[src/rtl/ir_pkg.sv]
// Shared definitions for the instruction queue.
// Contents: default word/opcode/depth constants, operand-width helper, and the
// packed instr_t view {opcode, operand} of a default-sized instruction word.
package ir_pkg;

  localparam int unsigned IQ_INSTR_W = 8;
  localparam int unsigned IQ_OPC_W   = 4;
  localparam int unsigned IQ_DEPTH   = 4;

  // Operand occupies whatever the opcode leaves in the low bits.
  function automatic int unsigned operand_w(input int unsigned instr_w,
                                            input int unsigned opc_w);
    return instr_w - opc_w;
  endfunction

  typedef struct packed {
    logic [IQ_OPC_W-1:0]            opcode;
    logic [IQ_INSTR_W-IQ_OPC_W-1:0] operand;
  } instr_t;

endpackage

[src/rtl/iq_mem.sv]
// Storage array for the instruction queue.
// DEPTH x INSTR_W words, synchronous write, asynchronous read, cleared on reset.
// Ports:
//   clk, reset   - clock, asynchronous active-high reset
//   i_we         - write enable
//   i_waddr      - write address
//   i_wdata      - write data
//   i_raddr      - read address
//   o_rdata      - read data (combinational from i_raddr)
module iq_mem #(
  parameter int unsigned INSTR_W = 8,
  parameter int unsigned DEPTH   = 4
) (
  input  logic                       clk,
  input  logic                       reset,
  input  logic                       i_we,
  input  logic [$clog2(DEPTH)-1:0]   i_waddr,
  input  logic [INSTR_W-1:0]         i_wdata,
  input  logic [$clog2(DEPTH)-1:0]   i_raddr,
  output logic [INSTR_W-1:0]         o_rdata
);

  logic [INSTR_W-1:0] r_mem [DEPTH];

  always_ff @(posedge clk or posedge reset) begin
    if (reset) begin
      r_mem <= '{default: '0};
    end else if (i_we) begin
      r_mem[i_waddr] <= i_wdata;
    end
  end

  assign o_rdata = r_mem[i_raddr];

endmodule

[src/rtl/instruction_queue.sv]
// Instruction queue between fetch and decode: a small FIFO with flush.
// Optional feature macro: IQ_BYPASS_EN -- when defined, an empty queue passes
// instr_in straight to the decoder outputs in the same cycle.
// Ports:
//   clk, reset            - clock, asynchronous active-high reset
//   fetch_valid/ready     - push handshake, instr_in is the pushed word
//   dec_valid/ready       - pop handshake, opcode/operand show the head word
//   flush                 - discard all entries at the next edge
//   count                 - current occupancy
module instruction_queue
  import ir_pkg::*;
#(
  parameter int unsigned INSTR_W = IQ_INSTR_W,
  parameter int unsigned OPC_W   = IQ_OPC_W,
  parameter int unsigned DEPTH   = IQ_DEPTH
) (
  input  logic                       clk,
  input  logic                       reset,
  input  logic                       fetch_valid,
  output logic                       fetch_ready,
  input  logic [INSTR_W-1:0]         instr_in,
  output logic                       dec_valid,
  input  logic                       dec_ready,
  output logic [OPC_W-1:0]           opcode,
  output logic [INSTR_W-OPC_W-1:0]   operand,
  input  logic                       flush,
  output logic [$clog2(DEPTH):0]     count
);

  localparam int unsigned AW    = $clog2(DEPTH);
  localparam int unsigned CW    = AW + 1;
  localparam int unsigned OPR_W = operand_w(INSTR_W, OPC_W);

  logic [AW-1:0]      r_wr_ptr;
  logic [AW-1:0]      r_rd_ptr;
  logic [CW-1:0]      r_count;
  logic               w_full;
  logic               w_empty;
  logic               w_byp;
  logic               w_push;
  logic               w_pop;
  logic [INSTR_W-1:0] w_rdata;
  logic [INSTR_W-1:0] w_head;

  assign w_full  = (r_count == CW'(DEPTH));
  assign w_empty = (r_count == '0);

`ifdef IQ_BYPASS_EN
  assign w_byp  = w_empty && fetch_valid;
  assign w_head = w_empty ? instr_in : w_rdata;
`else
  assign w_byp  = 1'b0;
  assign w_head = w_rdata;
`endif

  // fetch_ready depends on state only, so a full queue never accepts a push
  // alongside a pop.
  assign fetch_ready = !w_full;
  assign dec_valid   = !w_empty || w_byp;
  assign w_pop       = !w_empty && dec_ready;
  // A bypassed word consumed this cycle is never written.
  assign w_push      = fetch_valid && !w_full && !(w_byp && dec_ready);

  iq_mem #(
    .INSTR_W (INSTR_W),
    .DEPTH   (DEPTH)
  ) u_mem (
    .clk     (clk),
    .reset   (reset),
    .i_we    (w_push && !flush),
    .i_waddr (r_wr_ptr),
    .i_wdata (instr_in),
    .i_raddr (r_rd_ptr),
    .o_rdata (w_rdata)
  );

  always_ff @(posedge clk or posedge reset) begin
    if (reset) begin
      r_wr_ptr <= '0;
      r_rd_ptr <= '0;
      r_count  <= '0;
    end else if (flush) begin
      r_wr_ptr <= '0;
      r_rd_ptr <= '0;
      r_count  <= '0;
    end else begin
      // Pointers are AW bits wide, so increments wrap modulo DEPTH.
      if (w_push) r_wr_ptr <= r_wr_ptr + 1'b1;
      if (w_pop)  r_rd_ptr <= r_rd_ptr + 1'b1;
      unique case ({w_push, w_pop})
        2'b10:   r_count <= r_count + 1'b1;
        2'b01:   r_count <= r_count - 1'b1;
        default: r_count <= r_count;
      endcase
    end
  end

  assign opcode  = dec_valid ? w_head[INSTR_W-1 -: OPC_W] : '0;
  assign operand = dec_valid ? w_head[OPR_W-1:0]          : '0;
  assign count   = r_count;

endmodule

[config.mk]
export PLATFORM = sky130hd
export DESIGN_NAME = instruction_queue
export DESIGN_NICKNAME = d
export VERILOG_FILES = /design/src/rtl/ir_pkg.sv /design/src/rtl/iq_mem.sv /design/src/rtl/instruction_queue.sv
export SDC_FILE = /design/constraint.sdc
export NUM_CORES = 1
export LEC_CHECK = 0
export ABC_AREA = 1
export BUFFER_PORTS_ARGS = -buffer_cell sky130_fd_sc_hd__buf_4
export CORE_UTILIZATION = 35
export CTS_BUF_LIST = sky130_fd_sc_hd__clkbuf_4 sky130_fd_sc_hd__clkbuf_8
export DETAILED_ROUTE_END_ITERATION = 10
export HOLD_SLACK_MARGIN = 0.06
export PLACE_DENSITY = 0.53
export SLEW_MARGIN = 20
export SYNTH_ARGS = -nofsm -noshare
export SYNTH_HDL_FRONTEND = slang
export SYNTH_SLANG_ARGS = --single-unit
[constraint.sdc]
create_clock -name clk -period 3.2 [get_ports clk]
set_input_delay 0.48 -clock clk [delete_from_list [all_inputs] [get_ports clk]]
set_output_delay 0.48 -clock clk [all_outputs]
set_load 0.05 [all_outputs]
# Word-level counts from Yosys, hierarchy flattened
# Cells that the tools add are included.
dict set report word_totals {
  reg_bits 39
  in_bits 13
  wordCells 44
}
dict set report op_classes {
  n_reduce_logical 11
  n_addsub 4
  n_mux 14
  n_lt_le_gt_ge 3
  bitwise 2
  n_eq_ne 3
}
# cell count
set ops {}
lappend ops {{$bwmux W32} 1}
lappend ops {{$mux W8} 3}
lappend ops {{$bmux W8 S2} 1}
lappend ops {{$demux W8 S2} 1}
lappend ops {{$mux W2} 4}
lappend ops {{$mux W4} 2}
lappend ops {{$ge A3 B3 Y1 const B} 2}
lappend ops {{$not A2 Y3} 2}
lappend ops {{$pmux W3 S2} 1}
lappend ops {{$add A2 B1 Y2 const B} 2}
lappend ops {{$logic_and A1 B1 Y1} 4}
lappend ops {{$reduce_bool A2 Y1} 2}
lappend ops {{$add A3 B1 Y3 const B} 1}
lappend ops {{$eq A3 B3 Y1 const B} 1}
lappend ops {{$logic_not A1 Y1} 3}
lappend ops {{$logic_not A3 Y1} 1}
lappend ops {{$lt A3 B1 Y1 const B} 1}
lappend ops {{$mux W3} 1}
lappend ops {{$reduce_bool A3 Y1} 1}
lappend ops {{$sub A3 B1 Y3 const B} 1}
lappend ops {{$eq A2 B1 Y1 const B} 1}
lappend ops {{$eq A2 B2 Y1 const B} 1}

# Longest topological paths before layout
# Gate-level depths: netlist (run 1).
dict set report depth {
  word_depth 6
  ltp_mapped 12
  mapped_depth_nobuf 12
}

# By module
# Synthesis (run 1) repeated with hierarchy kept, for this count alone.
dict set report hier_totals {
  cells_unflattened 307
  area_unflattened_um2 2318.5
}
# module area_per_inst_um2 cells_per_inst n_inst
set by_module_without_submodules {}
lappend by_module_without_submodules {iq_mem 1789.2 236 1}
lappend by_module_without_submodules {instruction_queue 529.3 71 1}

# Least setup slack after synthesis (run 1)
# No wires, ideal clock.
dict set report synth_timing {
  path_kind {reg2out}
  from {register r_count[0] (netlist: count[0])}
  to {output opcode[0]}
  stages_incl_launch_ff 5
  slack_ns 0.500
  t_required_ns 2.720
  arrival_time_ns 2.220
  path_cell_list {dfrtp_1 -> nor2_2 -> nand2_1 -> inv_1 -> a21oi_1}
}
dict set report synth_via {
  elab_chain_cells 2
}
# item line_no
set synth_rtl {}
lappend synth_rtl {{start: declaration} instruction_queue.sv:36} ;# logic [CW-1:0] r_count;
lappend synth_rtl {{start signal: assignment} instruction_queue.sv:91} ;# 2'b10: r_count <= r_count + 1'b1;
lappend synth_rtl {{start signal: assignment} instruction_queue.sv:92} ;# 2'b01: r_count <= r_count - 1'b1;
lappend synth_rtl {{start signal: assignment} instruction_queue.sv:93} ;# default: r_count <= r_count;
lappend synth_rtl {{$logic_not A3 Y1} instruction_queue.sv:46} ;# assign w_empty = (r_count == '0);
lappend synth_rtl {{$mux W4} instruction_queue.sv:98} ;# assign opcode = dec_valid ? w_head[INSTR_W-1 -: OPC_W] : '0;
lappend synth_rtl {{end: declaration} instruction_queue.sv:24} ;# output logic [OPC_W-1:0] opcode,
# No other way between the ends.

# Worst setup path after layout (run 1)
dict set report layout_timing {
  from {register r_rd_ptr[0]}
  to {output opcode[0]}
}
dict set report layout_via {
  elab_chain_cells 5
}
# item line_no
set layout_rtl {}
lappend layout_rtl {{start: declaration} instruction_queue.sv:35} ;# logic [AW-1:0] r_rd_ptr;
lappend layout_rtl {{start signal: assignment} instruction_queue.sv:89} ;# if (w_pop) r_rd_ptr <= r_rd_ptr + 1'b1;
lappend layout_rtl {{$not A2 Y3 (implied by the code)} iq_mem.sv:33} ;# assign o_rdata = r_mem[i_raddr];
lappend layout_rtl {{$bmux W8 S2} iq_mem.sv:33}
lappend layout_rtl {{$mux W8 (implied by the code) (2 in series)} iq_mem.sv:33}
lappend layout_rtl {{$mux W4} instruction_queue.sv:98}
# No other way between the ends. The select of a mux whose other input is x is not followed.

==> results.md, run 1 <==
- Syn nets: 247
- GP Congestion: 0.767
- Cell-internal power: 1.36 mW
- Die Area: 0.00589 mm2
- Net Sw Frac: 0.441
- Post-cts resize count: 0
- Fraction of registers with async set/reset: 1.00
- Pwr Density: 1050 mW/mm2
- YS warnings: 0
- Logic pwr share: 0.448
- Place WS: 1190 ps
- Met2 usage: 0.231
- Die span in y: 76.8 um
- Sequential share of the synthesized area: 0.499
- IO Pins: 26
- Fin Hold WS: 331 ps
- Status: finished clean
- Layout net count: 272
- Fraction of layout cells with a size suffix above 1: 0.196
- Design Area, Final: 0.00231 mm2
- Max Freq: 426 MHz
- Tmin final: 2350 ps
- CTS H-tree lvls: 2
- Worst setup EP type: output port
- Vias in the first global route: 1438
- Final hold viol count: 0
- Share of the synthesized area in the top cell type: 0.499
- Worst setup margin: 852 ps
- Commonest cells post-synth: nand2_1 (49), dfrtp_1 (39), nor2_1 (33), o21ai_1 (24), o21ai_0 (19)
- First-pass GRT wire length: 7000 um
- Required time worst endpoint: 2720 ps
- Worst setup SP type: register
- WS Path Type: reg2out
- Cell area after synthesis: 0.00196 mm2
- DR iter-0 viols: 82
- Sw Pwr: 1.07 mW
- Busiest layer in global routing: met2
- Initial Utilization: 0.373
- Leakage Power: 1.17 nW
- DRC viols: 0
- Ys flop type: dfrtp_1
- Antenna cell count: 0
- Die width: 76.8 um
- PortBufs: 25
- Post-CTS Setup Bufs: 0
- Wire per inst: 12.8 um
- CP arrival: 1870 ps
- Hold buffers post-CTS: 0
- TritonCTS clock tree: built
- Final period utilization: 0.734
- Worst-path cell chain: inv_1 > o21ai_0 > a21oi_1 > buf_4
- Grt total ovfl: 0
- Crit-path max FO: 18
- Max Slew Vio Count: 0
- GR Util All Layers: 0.154
- Post-synth EDFFs: 0
- Most numerous cell in the Yosys netlist: nand2_1
- Mapped Cells: 229
- Max-cap violations: 0
- Vias: 1486
- Detail Placement HPWL: 2980 um
- DR pass1 iterations: 4
- Core area: 0.00524 mm2
- Cell variety after synth: 21
- Max VDD drop: 0.000388 V
- Relative slew slack: 0.474
- Root Driver: clkbuf_8
- Largest net degree at the start of global routing: 22
- Layout area overhead: 18.1%
- Reg power frac: 0.346
- Synth Register Bits: 39
- Synthesized area per cell: 8.54 um2
- Max Root-Sink Buffers: 2
- Final Util: 0.441
- Final antenna-violating net count: 0
- Clock skew: 7.78 ps
- CTS Buf Count: 5
- Worst Hold Class: in2async
- Met1 GRT Util: 0.211
- CTS sink cnt: 39
- Row count: 26
- M3 GR Usage: 0.0357
- Antenna violations before repair: 0
- Final setup violation count: 0
- Vias/cell: 4.57
- Synth area leaders: dfrtp_1 (50%), nand2_1 (9.4%), nor2_1 (6.3%)
- Placed inst area: 0.00217 mm2
- Routed wire length: 4150 um
- Worst skew pair latency: 290 ps
- Area leader, netlist: dfrtp_1
- CP max stage cell: dfrtp_1
- TNS Setup: 0 ps
- Number of fill cells: 505
- Worst slew pin tran: 788 ps
- Slowest stage delay, CP: 670 ps
- Clock network fraction of total power: 0.206
- RSZ-0062 raised after global routing: no
- Clk pin slew, worst setup/hold paths: 80 ps
## through the flow
step,cells,power [mW]
global route,325,2.60
finish,325,2.42
floorplan,229,1.64
CTS,325,2.45
detailed placement,317,1.94
global placement,317,1.94
## critical path: cells and delay by family (launching register included)
family | cells | cell delay (ps)
AO/OA/AOI/OAI | 2 | 350
buffers and inverters | 2 | 540
flip-flops | 1 | 670
## state kept, by name (all words and copies together), names as in the netlist
| name | flops |
|---|---|
| u_mem.r_mem | 32 |
| r_rd_ptr | 2 |
| count | 3 |
| r_wr_ptr | 2 |
## cells in the final DEF, fill, tap and decap left out
cell type | netlist | layout
nand2_4 | 5 | 5
clkbuf_8 | 0 | 5
o21ai_2 | 8 | 8
nor2_2 | 1 | 1
o21ai_1 | 24 | 24
nand2_2 | 1 | 1
ha_1 | 4 | 4
clkbuf_4 | 0 | 1
xnor2_1 | 1 | 1
nand3b_1 | 1 | 1
dfrtp_1 | 39 | 39
nand3_1 | 4 | 4
inv_1 | 18 | 18
a21oi_1 | 11 | 11
nand2_1 | 49 | 49
nor2_1 | 33 | 33
bufinv_16 | 0 | 2
o21ai_0 | 19 | 19
clkinv_1 | 1 | 1
nor2_8 | 1 | 1
buf_4 | 0 | 26
fa_1 | 1 | 1
## kinds of logic after synthesis
group                      count (synthesis)  synth area share
and+or+nand+nor                           95             0.217
buffers and inverters                     27            0.0697
adders and majority gates                  5            0.0358
xor gates and xnor gates                   1           0.00448
DFF                                       39             0.499
AOI/OAI and AO/OA                         62             0.174
## power groups by stage
| stage | combinational [mW] | clock, mW | sequential, mW |
|---|---|---|---|
| after floorplan | 0.808 | 0 | 0.837 |
| after global placement | 1.09 | 0 | 0.853 |
| after detailed placement | 1.10 | 0 | 0.845 |
| after CTS | 1.10 | 0.510 | 0.839 |
| after global routing | 1.20 | 0.530 | 0.868 |
| final | 1.09 | 0.499 | 0.839 |
## area by class of cell
| type | instances | area [um2] | share of cell area |
|---|---|---|---|
| Clock inverter | 2 | 60.1 | 0.0260 |
| Multi-Input combinational cell | 163 | 843 | 0.365 |
| Timing Repair Buffer | 26 | 195 | 0.0845 |
| Tap cell | 70 | 87.6 | 0.0379 |
| Clock buffer | 6 | 76.3 | 0.0330 |
| Sequential cell | 39 | 976 | 0.423 |
| Inverter | 19 | 71.3 | 0.0309 |
## metal layers
layer  routed length (um)  part of all wire
met5                    0                 0
met4                  103             0.025
met3                  116             0.028
met1                 2090              0.50
met2                 1830              0.44
## path summary, 6_finish.rpt
path / from / end / slack (ps) / cells after the start
setup / recovery: r_rd_ptr[0] / opcode[0] / 850 / 4
hold / removal: reset / count[1] / 330 / 2
setup reg to reg: count[0] / count[2] / 1330 / 11
hold reg to reg: u_mem.r_mem[5] / u_mem.r_mem[5] / 490 / 2
max in group asynchronous: reset / u_mem.r_mem[21] / 2120 / 3
min in group clk: instr_in[6] / u_mem.r_mem[22] / 490 / 3
Note: power is estimated with default switching activity, not from simulation.
==> inputs of run 2 (changes only) <==
ABC_AREA = 0   (was 1)
PLACE_DENSITY = 0.54   (was 0.53)
clock period = 2 ns   (was 3.2 ns; I/O delays follow)
==> run 2 against run 1 <==
Against the previous run:
- routed wire length up 5.1%
- the flow now finishes with violations (negative setup slack)
- flip-flop and latch count did not move
- global-route usage is 0.15 points lower
==> results.md, run 2 <==
- Wire per inst: 16.6 um (was 12.8 um)
- Fraction of registers with async set/reset: 1.00 (unchanged)
- Die width: 80.5 um (was 76.8 um)
- Max Freq: 456 MHz
- Vias/cell: 4.93 (was 4.57)
- Area leader, netlist: dfrtp_1 (unchanged)
- PortBufs: 25 (unchanged)
- Pwr Density: 1150 mW/mm2 (was 1050 mW/mm2)
- Failing checks: negative setup slack
- Worst setup margin: -191 ps (was 852 ps)
- DP Cell Count: 254 (was 317)
- Worst Hold Class: in2async (unchanged)
- Final period utilization: 1.10
- Worst setup SP type: register (unchanged)
- Setup crit start: count[0] (was r_rd_ptr[0])
- Final Util: 0.441 (about the same)
- Die Area: 0.00648 mm2 (was 0.00589 mm2)
- Max FFs per register: 32 (unchanged)
- Slowest stage delay, CP: 480 ps (was 670 ps)
- Max Root-Sink Buffers: 2 (unchanged)
- TritonCTS clock tree: built (unchanged)
- Worst R2R Setup Slack: -190 ps (was 1330 ps)
- Worst slew pin tran: 497 ps (was 788 ps)
- DRC viols: 0 (unchanged)
- Commonest cells post-synth: dfrtp_1 (39), mux2_4 (32), and2_1 (8), mux4_2 (8), nor2_1 (7) (was nand2_1 (49), dfrtp_1 (39), nor2_1 (33), o21ai_1 (24), o21ai_0 (19))
- DR pass1 iterations: 6 (was 4)
- CTS sink cnt: 39 (unchanged)
- Largest net degree at the start of global routing: 40 (was 22)
- Max Slew Vio Count: 0 (unchanged)
- Worst skew pair latency: 290 ps (about the same)
- Required time worst endpoint: 2210 ps (was 2720 ps)
- Layout net count: 205 (was 272)
- CP max stage cell: or4b_4 (was dfrtp_1)
- Ys flop type: dfrtp_1 (unchanged)
- Most frequent cells in the layout: buf_4 (35), dfrtp_1 (34), mux2_4 (32), mux4_2 (8), and2_1 (8) (was nand2_1 (49), dfrtp_1 (39), nor2_1 (33), buf_4 (26), o21ai_1 (24))
- Row count: 28 (was 26)
- First-pass GRT wire length: 7270 um (was 7000 um)
- Synth Register Bits: 39 (unchanged)
- GP Congestion: 0.836 (was 0.767)
- CTS Buf Count: 5 (unchanged)
- Place WS: -268 ps (was 1190 ps)
- Vias in the first global route: 1435 (was 1438)
- Final setup violation count: 1 (was 0)
- DR iter-0 viols: 65 (was 82)
- Root Driver: clkbuf_8 (unchanged)
- Syn nets: 168 (was 247)
- Max VDD drop: 0.000450 V (was 0.000388 V)
- Most numerous cell in the Yosys netlist: dfrtp_1 (was nand2_1)
- Worst-path cell chain: or3_4 > and3_4 > fa_2 > or4b_4 > a21o_2 > a31oi_1 (was inv_1 > o21ai_0 > a21oi_1 > buf_4)
- Cell area after synthesis: 0.00216 mm2 (was 0.00196 mm2)
- Initial Utilization: 0.365 (was 0.373)
- Most flops, register: u_mem.r_mem (unchanged)
- Cell variety after synth: 32 (was 21)
- WS Path Type: reg2reg (was reg2out)
- Total power: 2.99 mW (was 2.42 mW)
- Fin Hold WS: 134 ps (was 331 ps)
- FF-to-FF End: count[2] (unchanged)
- Final antenna-violating net count: 0 (unchanged)
- YS warnings: 0 (unchanged)
- Reg2reg start: count[0] (unchanged)
- Max-cap violations: 0 (unchanged)
- Die span in y: 80.5 um (was 76.8 um)
- CP arrival: 2400 ps (was 1870 ps)
- Crit-path max FO: 2 (was 18)
- GR Util All Layers: 0.153 (was 0.154)
- Placed inst area: 0.00251 mm2 (was 0.00217 mm2)
- TNS Setup: -191 ps (was 0 ps)
- Vias: 1297 (was 1486)
- Fraction of layout cells with a size suffix above 1: 0.537 (was 0.196)
- Post-Layout Cell Count: 263 (was 325)
- RSZ-0062 raised after global routing: yes (was no)
- Number of fill cells: 545 (was 505)
- Design Area, Final: 0.00261 mm2 (was 0.00231 mm2)
- Status: finished, violations left (was finished clean)
- Reg2Reg Depth: 6 (was 11)
- Crit path to: count[2] (was opcode[0])
- Antenna cell count: 0 (unchanged)
- Post-synth EDFFs: 0 (unchanged)
- IO Pins: 26 (unchanged)
- Relative slew slack: 0.669 (was 0.474)
- Detail Placement HPWL: 3010 um (was 2980 um)
- Layout area overhead: 21.0% (was 18.1%)
- Mapped Cells: 150 (was 229)
- CTS H-tree lvls: 2 (unchanged)
- Final hold viol count: 0 (unchanged)
- Tmin final: 2190 ps
- Routed wire length: 4360 um (was 4150 um)
- Most common cell after layout, fill and taps aside: buf_4 (was nand2_1)
- Leakage Power: 1.24 nW (was 1.17 nW)
- Synthesized area per cell: 14.4 um2 (was 8.54 um2)
- Clk pin slew, worst setup/hold paths: 80 ps (about the same)
- Grt total ovfl: 0 (unchanged)
- Core area: 0.00592 mm2 (was 0.00524 mm2)
- Clock skew: 4.67 ps (was 7.78 ps)
- Worst setup EP type: register (was output port)
- Antenna violations before repair: 0 (unchanged)
- Synth area leaders: dfrtp_1 (45%), mux2_4 (22%), mux4_2 (8.3%) (was dfrtp_1 (50%), nand2_1 (9.4%), nor2_1 (6.3%))
- Share of the synthesized area in the top cell type: 0.452 (was 0.499)
- Sequential share of the synthesized area: 0.452 (was 0.499)
- Hold buffers post-CTS: 0 (unchanged)
## run 2: cell types whose count changed after synthesis, sizes merged, moves of 3 or more
cell	delta
mux2	+32
and2	+8
xor2	+3
inv	-14
a21oi	-7
nand2	-46
nor2	-28
o21ai	-49
mux4	+8
## run 2: power breakdown
group / internal (mW) / total, mW / leakage (nW) / switching (mW)
Clock: 0.243 / 0.532 / 0.0402 / 0.289
Sequential: 1.06 / 1.22 / 0.487 / 0.167
Combinational: 0.683 / 1.24 / 0.714 / 0.557
Total: 1.98 / 2.99 / 1.24 / 1.01
## run 2: cell type report
type | instances | area, um2 | share of cell area
inverter | 4 | 15.0 | 0.00575
multi-input combinational | 100 | 1140 | 0.436
clock buffer | 5 | 68.8 | 0.0264
clock inverter | 3 | 20.0 | 0.00767
sequential | 39 | 982 | 0.376
timing repair buffer | 37 | 294 | 0.113
tap | 75 | 93.8 | 0.0359
## run 2: kinds of logic after synthesis
logic type                 synth area share
AOI/OAI and AO/OA                    0.0319
xor gates and xnor gates             0.0203
adders and majority gates            0.0325
buffers and inverters                0.0278
DFF                                   0.452
muxes                                 0.306
and+or+nand+nor                       0.129
## run 2: how the worst min path moves through the flow
stage / cells after the start / startpoint / to / slack [ps]
final: 3 / reset / u_mem.r_mem[24] / 130
after global routing: 3 / reset / u_mem.r_mem[16] / 170
after CTS: 3 / reset / u_mem.r_mem[3] / 150
after detailed placement: 3 / reset / u_mem.r_mem[16] / 470
after global placement: 3 / reset / r_wr_ptr[0] / 440
after floorplan: 1 / flush / count[2] / 360
## run 2: worst max-delay path: cells and delay by family (launching register included)
| kind | cells | cell delay [ps] |
|---|---|---|
| and+or+nand+nor | 3 | 1030 |
| adders and majority gates | 1 | 360 |
| DFF | 1 | 400 |
| AOI/OAI and AO/OA | 2 | 320 |
## run 2: metal layers
layer  wire (um)  global-route usage
met3         137              0.0318
met1        2050               0.203
met5           0                   0
met4          50              0.0536
met2        2120               0.246
## run 2: what timing repair did
action / in CTS / in global routing
endpoints found under the hold margin: 0 / 0
setup buffers: 0 / 1
pin swaps: 6 / 5
setup endpoints to repair: 10 / 6
gates resized for setup: 2 / 1
==> inputs of run 3 (changes only) <==
CORE_UTILIZATION = 54   (was 35)
PLACE_DENSITY = 0.78   (was 0.54)
==> run 3 against run 2 <==
Against the previous run:
- the run still ends with negative setup slack left
- flip-flop and latch count unchanged
- setup slack better by 5.2 ps
- first-iteration DRC count rose by 32%
- hold slack worse by 15 ps
- critical endpoint unchanged
- sequential power about the same
==> results.md, run 3 (synthesized netlist as in run 2, its figures left out) <==
- Status: finished, violations left (unchanged)
- Failing checks: negative setup slack (unchanged)
- Crit-path max FO: 2 (unchanged)
- CP arrival: 2410 ps (was 2400 ps)
- Vias: 1321 (was 1297)
- Relative slew slack: 0.675 (was 0.669)
- Max Freq: 458 MHz (was 456 MHz)
- TritonCTS clock tree: built (unchanged)
- GP Congestion: 0.722 (was 0.836)
- Final period utilization: 1.09 (was 1.10)
- Most frequent cells in the layout: dfrtp_1 (34), mux2_4 (32), buf_4 (28), buf_6 (10), mux4_2 (8) (was buf_4 (35), dfrtp_1 (34), mux2_4 (32), mux4_2 (8), and2_1 (8))
- Final hold viol count: 0 (unchanged)
- Clock skew: 9.58 ps (was 4.67 ps)
- Initial Utilization: 0.577 (was 0.365)
- Logic pwr share: 0.427 (was 0.414)
- Detail Placement HPWL: 2800 um (was 3010 um)
- Vias/cell: 5.55 (was 4.93)
- Fraction of layout cells with a size suffix above 1: 0.547 (was 0.537)
- Most flops, register: u_mem.r_mem (unchanged)
- Most common cell after layout, fill and taps aside: dfrtp_1 (was buf_4)
- Die span in y: 65.2 um (was 80.5 um)
- Tmin final: 2190 ps (about the same)
- Pwr Density: 1160 mW/mm2 (was 1150 mW/mm2)
- PortBufs: 25 (unchanged)
- RSZ-0062 raised after global routing: yes (unchanged)
- Clk pin slew, worst setup/hold paths: 80 ps (about the same)
- DP Cell Count: 228 (was 254)
- Max VDD drop: 0.000437 V (was 0.000450 V)
- Post-Layout Cell Count: 238 (was 263)
- Grt total ovfl: 0 (unchanged)
- Antenna violations before repair: 0 (unchanged)
- DR pass1 iterations: 4 (was 6)
- DRC viols: 0 (unchanged)
- Largest net degree at the start of global routing: 40 (unchanged)
- DR iter-0 viols: 86 (was 65)
- Worst skew pair latency: 300 ps (was 290 ps)
- Wire per inst: 16.8 um (was 16.6 um)
- IO Pins: 26 (unchanged)
- Max-cap violations: 0 (unchanged)
- CTS sink cnt: 39 (unchanged)
- Reg2reg start: count[2] (was count[0])
- Max FFs per register: 32 (unchanged)
- Reg power frac: 0.397 (was 0.408)
- Root Driver: clkbuf_8 (unchanged)
- Reg2Reg Depth: 6 (unchanged)
- First-pass GRT wire length: 7050 um (was 7270 um)
- Worst slew pin tran: 487 ps (was 497 ps)
- Worst setup EP type: register (unchanged)
- Clock network fraction of total power: 0.177 (was 0.178)
- Routed wire length: 4000 um (was 4360 um)
- Max Slew Vio Count: 0 (unchanged)
- Max Root-Sink Buffers: 2 (unchanged)
- Net Sw Frac: 0.331 (was 0.338)
- Worst R2R Setup Slack: -190 ps (about the same)
- Antenna cell count: 0 (unchanged)
- Die Area: 0.00425 mm2 (was 0.00648 mm2)
- Slowest stage delay, CP: 480 ps (about the same)
- CP max stage cell: or4b_4 (unchanged)
- Final setup violation count: 1 (unchanged)
- CTS H-tree lvls: 2 (unchanged)
- Sw Pwr: 1.01 mW (about the same)
- Final antenna-violating net count: 0 (unchanged)
- Cell-internal power: 2.04 mW (was 1.98 mW)
- Layout area overhead: 21.8% (was 21.0%)
- CTS Buf Count: 5 (unchanged)
- Hold buffers post-CTS: 0 (unchanged)
- Worst Hold Class: in2async (unchanged)
- Layout net count: 207 (was 205)
- Leakage Power: 1.27 nW (was 1.24 nW)
- Worst-path cell chain: or3_4 > and3_4 > fa_2 > or4b_4 > a21o_2 > a31oi_1 (unchanged)
- Worst setup margin: -186 ps (was -191 ps)
- WS Path Type: reg2reg (unchanged)
- Final Util: 0.702 (was 0.441)
- Required time worst endpoint: 2220 ps (was 2210 ps)
- Die width: 65.2 um (was 80.5 um)
- Vias in the first global route: 1427 (was 1435)
- GR Util All Layers: 0.228 (was 0.153)
- TNS Setup: -186 ps (was -191 ps)
- Core area: 0.00374 mm2 (was 0.00592 mm2)
- Row count: 22 (was 28)
- FF-to-FF End: count[2] (unchanged)
- Worst setup SP type: register (unchanged)
-- run 3: cell types whose count changed in the layout (fill, tap and decap cells not counted) --
cell / previous run / this run
buf_6: 1 / 10
clkinvlp_4: 2 / 1
clkbuf_4: 0 / 1
and2_1: 8 / 7
and2_4: 0 / 1
buf_4: 35 / 28
-- run 3: power groups by stage --
stage / Sequential [mW] / Combinational, mW / Clock (mW)
CTS: 1.21 / 1.26 / 0.557
floorplan: 1.20 / 0.977 / 0
global placement: 1.20 / 1.20 / 0
finish: 1.21 / 1.30 / 0.540
global route: 1.24 / 1.39 / 0.586
detailed placement: 1.22 / 1.25 / 0
-- run 3: worst max path at each step --
stage          startpoint       end  slack, ps  depth (start not counted)
4_1_cts          count[2]  count[2]       -220                          6
6_report         count[2]  count[2]       -190                          6
3_3_place_gp     count[0]  count[2]       -220                          6
2_1_floorplan    count[0]  count[2]       -740                          8
5_1_grt          count[2]  count[2]       -250                          6
3_5_place_dp     count[0]  count[2]       -270                          6
-- run 3: final cells by class --
cell class	instances	area [um2]
clock buffer	6	76.3
clock inverter	2	12.5
fill	280	1110
inverter	4	15.0
multi-input combinational	100	1140
sequential	39	982
tap	48	60.1
timing repair buffer	39	343
-- run 3: through the flow --
stage / instance area (um2) / hold slack [ps] / total power [mW] / worst slack (ps)
detailed placement: 2480 / 453 / 2.47 / -270
CTS: 2580 / 134 / 3.02 / -221
floorplan: 2200 / 360 / 2.18 / -738
finish: 2630 / 119 / 3.06 / -186
global placement: 2480 / 445 / 2.41 / -216
global route: 2630 / 182 / 3.22 / -248
-- run 3: repair_timing --
item,4_1_cts,5_1_grt
setup endpoints to repair,9,9
pin swaps,6,1
gates cloned,0,0
buffers inserted,1,1
gates resized for setup,2,11
-- run 3: worst max-delay path, delay by kind of cell (launching register included) --
kind,cells,cell delay (ps)
flops,1,410
compound gates,2,330
simple gates,3,1030
fa+ha+maj,1,340
-- run 3: metal layers --
| metal | part of all wire | track usage | vias up | routed length [um] |
|---|---|---|---|---|
| met4 | 0.023 | 0.106 | 0 | 92 |
| met2 | 0.49 | 0.369 | 33 | 1960 |
| met5 | 0 | 0 | - | 0 |
| met3 | 0.040 | 0.0556 | 9 | 162 |
| met1 | 0.45 | 0.286 | 670 | 1790 |
| li1 | - | - | 609 | - |
